[config.mk]
export PLATFORM = sky130hd
export DESIGN_NAME = mem_burst_master
export DESIGN_NICKNAME = d
export VERILOG_FILES = /design/src/rtl/mem_pkg.sv /design/src/rtl/mem_burst_master.sv
export SDC_FILE = /design/constraint.sdc
export NUM_CORES = 2
export LEC_CHECK = 0
export ABC_CLOCK_PERIOD_IN_PS = 4800
export BUFFER_PORTS_ARGS = -buffer_cell sky130_fd_sc_hd__buf_4
export CAP_MARGIN = 10
export CORE_AREA = 4 4 445 447
export CTS_CLUSTER_DIAMETER = 50
export DETAILED_ROUTE_END_ITERATION = 12
export DIE_AREA = 0 0 449 451
export SLEW_MARGIN = 5
export SYNTH_ARGS = -nofsm -noshare
export SYNTH_HDL_FRONTEND = slang
export SYNTH_SLANG_ARGS = --single-unit
[constraint.sdc]
create_clock -name clk -period 4.8 [get_ports clk]
set_input_delay 0.96 -clock clk [delete_from_list [all_inputs] [get_ports clk]]
set_output_delay 0.96 -clock clk [all_outputs]
set_load 0.05 [all_outputs]
[src/rtl/mem_pkg.sv]
// Shared widths, line geometry and FSM states for the line-burst memory master.
package mem_pkg;

    localparam int XLEN       = 64;
    localparam int BEATS      = 4;
    localparam int LINE_BYTES = BEATS * 8;
    localparam int OFF_W      = $clog2(LINE_BYTES);

    typedef enum logic [1:0] {
        IDLE  = 2'd0,
        READ  = 2'd1,
        WRITE = 2'd2,
        RESP  = 2'd3
    } state_e;

    // Each beat occupies 8 bytes of address space regardless of XLEN.
    function automatic int offset_width(input int beats);
        return $clog2(beats * 8);
    endfunction

endpackage

[src/rtl/mem_burst_master.sv]
// Turns one line request into BEATS single-beat memory accesses, then holds
// the assembled response until the consumer takes it.
module mem_burst_master
    import mem_pkg::*;
#(
    parameter int XLEN  = mem_pkg::XLEN,
    parameter int BEATS = mem_pkg::BEATS
) (
    input  logic                  clk,
    input  logic                  rst_n,
    input  logic                  req_valid,
    output logic                  req_ready,
    input  logic [XLEN-1:0]       req_addr,
    input  logic                  req_wen,
    input  logic [BEATS*XLEN-1:0] req_wdata,
    input  logic [BEATS*XLEN-1:0] req_wmask,
    output logic                  resp_valid,
    input  logic                  resp_ready,
    output logic [BEATS*XLEN-1:0] resp_rdata,
    output logic                  resp_wen,
    output logic [XLEN-1:0]       mem_raddr,
    output logic [XLEN-1:0]       mem_waddr,
    output logic [XLEN-1:0]       mem_wdata,
    output logic [XLEN-1:0]       mem_wmask,
    input  logic [XLEN-1:0]       mem_rdata,
    output logic                  mem_wen
);

    localparam int OFF_W = offset_width(BEATS);
    localparam int BW    = OFF_W - 3;
    localparam int CW    = $clog2(BEATS + 1);

    state_e                  state_q, state_d;
    logic [CW-1:0]           cnt_q, cnt_d;
    logic [XLEN-OFF_W-1:0]   line_q, line_d;
    logic                    wen_q, wen_d;
    logic [BEATS*XLEN-1:0]   wdata_q, wdata_d;
    logic [BEATS*XLEN-1:0]   wmask_q, wmask_d;
    logic [BEATS*XLEN-1:0]   rdata_q, rdata_d;

    logic [BW-1:0]           beat_idx;
    logic [BW-1:0]           cap_idx;
    logic [XLEN-1:0]         beat_addr;

    assign beat_idx  = cnt_q[BW-1:0];
    assign cap_idx   = BW'(cnt_q - CW'(1));
    // Offset is concatenated, not added, so a beat can never leave its line.
    assign beat_addr = {line_q, beat_idx, 3'b000};

    // NOTE: sequential state uses non-blocking assignments only, so every flop
    // samples pre-edge values regardless of statement order.
    always_ff @(posedge clk or negedge rst_n) begin
        if (!rst_n) begin
            state_q <= IDLE;
            cnt_q   <= '0;
            line_q  <= '0;
            wen_q   <= 1'b0;
            wdata_q <= '0;
            wmask_q <= '0;
            rdata_q <= '0;
        end else begin
            state_q <= state_d;
            cnt_q   <= cnt_d;
            line_q  <= line_d;
            wen_q   <= wen_d;
            wdata_q <= wdata_d;
            wmask_q <= wmask_d;
            rdata_q <= rdata_d;
        end
    end

    // NOTE: every variable gets a hold default first, so no path infers a latch.
    always_comb begin
        state_d = state_q;
        cnt_d   = cnt_q;
        line_d  = line_q;
        wen_d   = wen_q;
        wdata_d = wdata_q;
        wmask_d = wmask_q;
        rdata_d = rdata_q;
        unique case (state_q)
            IDLE: begin
                if (req_valid) begin
                    line_d  = req_addr[XLEN-1:OFF_W];
                    wen_d   = req_wen;
                    wdata_d = req_wdata;
                    wmask_d = req_wmask;
                    rdata_d = '0;
                    cnt_d   = '0;
                    state_d = req_wen ? WRITE : READ;
                end
            end
            WRITE: begin
                if (cnt_q == CW'(BEATS - 1)) begin
                    cnt_d   = '0;
                    state_d = RESP;
                end else begin
                    cnt_d = cnt_q + CW'(1);
                end
            end
            READ: begin
                // Memory answers one cycle late, so beat cnt-1 arrives now.
                if (cnt_q != '0) begin
                    rdata_d[cap_idx*XLEN +: XLEN] = mem_rdata;
                end
                if (cnt_q == CW'(BEATS)) begin
                    cnt_d   = '0;
                    state_d = RESP;
                end else begin
                    cnt_d = cnt_q + CW'(1);
                end
            end
            RESP: begin
                if (resp_ready) begin
                    state_d = IDLE;
                end
            end
            default: state_d = IDLE;
        endcase
    end

    always_comb begin
        req_ready  = (state_q == IDLE);
        resp_valid = (state_q == RESP);
        resp_rdata = rdata_q;
        resp_wen   = wen_q;
        mem_wen    = 1'b0;
        mem_waddr  = '0;
        mem_wdata  = '0;
        mem_wmask  = '0;
        mem_raddr  = '0;
        unique case (state_q)
            WRITE: begin
                mem_wen   = 1'b1;
                mem_waddr = beat_addr;
                mem_wdata = wdata_q[beat_idx*XLEN +: XLEN];
                mem_wmask = wmask_q[beat_idx*XLEN +: XLEN];
            end
            READ: begin
                if (cnt_q < CW'(BEATS)) begin
                    mem_raddr = beat_addr;
                end
            end
            default: ;
        endcase
    end

endmodule
==> flow_summary.ini <==
[sta]
hold_viol = 0
relSlewSlack = 0.3273
worst_pin_slew_ns = 1.001
slew_violations = 0
fmax_mhz = 238.1
clock_skew_ns = 0.05037
rsz0062_at_grt = no
min_period_ns = 4.200
tns_ns = 0
setup_ws_ns = 0.6000
setup_viol = 0
final.period_utilization = 0.8750

[clock_tree]
cts-htree-levels = 3
cts.clk_slew.worst_paths_ns = 0.06
max-clock-path-buffers = 3
cts_hold_buf = 0
cts_buffers = 108
cts_tree = done
cts_setup_buffers = 0
clock_latency_ns = 0.76
root_buffer = clkbuf_16
cts_num_sinks = 833
cts.repair.resized = 0

[pwr]
worst_ir_drop_vdd_uv = 470.6
power_density_nw_per_um2 = 682.7
p_leak_nw = 23.47

[global_routing]
antenna_found_initial = 77
grt_pass1_vias = 26693
grt_usage = 0.1456
grt_pass1_wl_mm = 211.2
grt_max_degree = 129
grt_overflow = 0

[finish]
final_common_cell = buf_4
final_nets = 4223
fill_cells = 20148
drive_gt1_frac = 0.5793
seqCellArea_um2 = 20850
layout_common_cells = 1190 x buf_4, 831 x dfrtp_1, 572 x mux2_2
multi_input_area_um2 = 13940
syn2layout_area_growth_pct = 43.31

[placed_design]
preCtsSetupSlack_ns = 1.258
io_buffers = 1149
finalWeightedCongestion = 0.8847
hpwl_mm = 118.7

[logic_synthesis]
muxShareOfSynthArea = 0.2609
synth-compound-area-share = 0.05927
synth_top_family_by_area = multiplexers
synth_xor_area_frac = 0
synth_top_area_cell = dfrtp_1
yosys-top-cells-area = dfrtp_1 58%, mux2_2 18%, mux4_2 8.1%
syn_area_per_cell_um2 = 14.76
syn_inst = 2421
synth_area_um2 = 35740
synth_top_area_share = 0.5833
synth.distinct_cells = 33
synth-seq-area-share = 0.5833
yosysWarningCount = 0
yosys.area_share.simple = 0.06337
synthAdderAreaFrac = 0.004901
synth.ff_latch_count = 833

[worst_setup_path]
crit_chain = buf_12 > mux4_2 > and2_1 > buf_4
start_kind = flop
critical_path_arrival_ns = 3.24
crit_path_max_incr_delay_ns = 1.01
critPathMaxFanout = 32
crit_buf_inv = 2
crit_path_start = cnt_q[0]
r2r-start = cnt_q[0]
path_delay_family = flip-flops
crit_slowest_cell = dfrtp_4
critPathRequiredTime_ns = 3.84
cp-end-kind = primary output
crit_type = reg -> out

[floorplanning]
die_x_um = 449
die_h_um = 451
fp.dieArea_um2 = 202500
core_um2 = 194200
start_util = 0.1840
std_cell_rows = 162
ios = 1161

[outcome]
run_status = complete, no violations

[routing]
wl_per_cell_um = 24.53
vias = 25684
wl_mm = 152.7
antenna_left = 0
drtIter0Drc = 1583
first_pass_iters = 5
drc = 0
viasPerCell = 4.126

[min_path]
hold_class = in -> async

[run]
maxCapViolCount = 0
-- flip-flops by register name, indices dropped and copies added (netlist names) --
name        cells
cnt_q           3
wmask_q       256
resp_rdata    256
state_q         2
line_q         59
resp_wen        1
wdata_q       256
-- per-stage QoR --
step	hold WS (ns)	total power [mW]	utilization	cells	instance area [µm²]
6_report	0.2567	34.96	0.2638	6225	51220
5_1_grt	0.2558	36.71	0.2636	6213	51190
4_1_cts	0.2296	35.44	0.2634	6200	51150
3_5_place_dp	0.4716	26.95	0.2443	5996	47430
3_3_place_gp	0.4671	26.64	0.2443	5996	47430
2_1_floorplan	0.4739	21.39	-	2426	35760
-- routing by layer --
metal	GRT usage	vias to the layer above	part of all wire	wire length, µm
li1	-	11055	-	-
met1	0.1599	13242	0.36	55630
met2	0.2457	1025	0.49	75380
met3	0.06575	294	0.10	15260
met4	0.05735	68	0.039	5962
met5	0	-	0.0030	457
-- synth_stat cells --
cell,number
buf_4,8
a211oi_1,1
clkbuf_1,66
a2bb2oi_1,2
buf_1,4
nand2b_1,3
o211ai_1,2
nand2b_2,1
o21ai_0,68
nor2_1,2
nand2_1,137
mux2_2,572
buf_2,91
inv_1,7
nor4_4,3
and2b_1,1
mux4_2,128
a21bo_2,1
nor2b_1,3
dfrtp_1,833
a21boi_0,1
conb_1,1
buf_6,18
or2b_4,1
nor4b_1,2
nand2_2,1
a21o_1,4
ha_1,14
nor3_1,2
and2_1,249
o21ai_2,1
a22o_1,192
nand2_4,2
-- final timing paths --
check	end	depth (start not counted)	slack [ns]
min in group clk	wmask_q[207]	2	0.43
min	resp_rdata[164]	1	0.26
max in group asynchronous	wdata_q[89]	2	3.28
max reg2reg	resp_rdata[89]	7	1.61
min reg2reg	resp_rdata[196]	2	0.48
max	mem_wdata[4]	4	0.60
-- cells by family (layout without fill, tap and decap cells) --
logic type	after synthesis	after routing
muxes	700	700
and+or+nand+nor	407	407
AOI/OAI and AO/OA	272	272
other	1	31
DFF	833	833
buffers and inverters	194	1426
adders and majority gates	14	14
-- area by class of cell --
class / instances / area share
flip-flops and latches: 833 / 0.4072
diodes: 25 / 0.001222
repair buffers: 1215 / 0.1841
clock inverters: 61 / 0.01361
clock buffers: 143 / 0.05910
multi-input cells: 1399 / 0.2722
inverters: 7 / 0.0005130
well taps: 2542 / 0.06210
-- power by group --
part           internal, mW  switching, mW  total, mW
sequential             9.81           1.97       11.8
combinational          6.16           8.72       14.9
clock                  4.88           3.42       8.30
No activity file was read; power rests on OpenSTA's default activity.
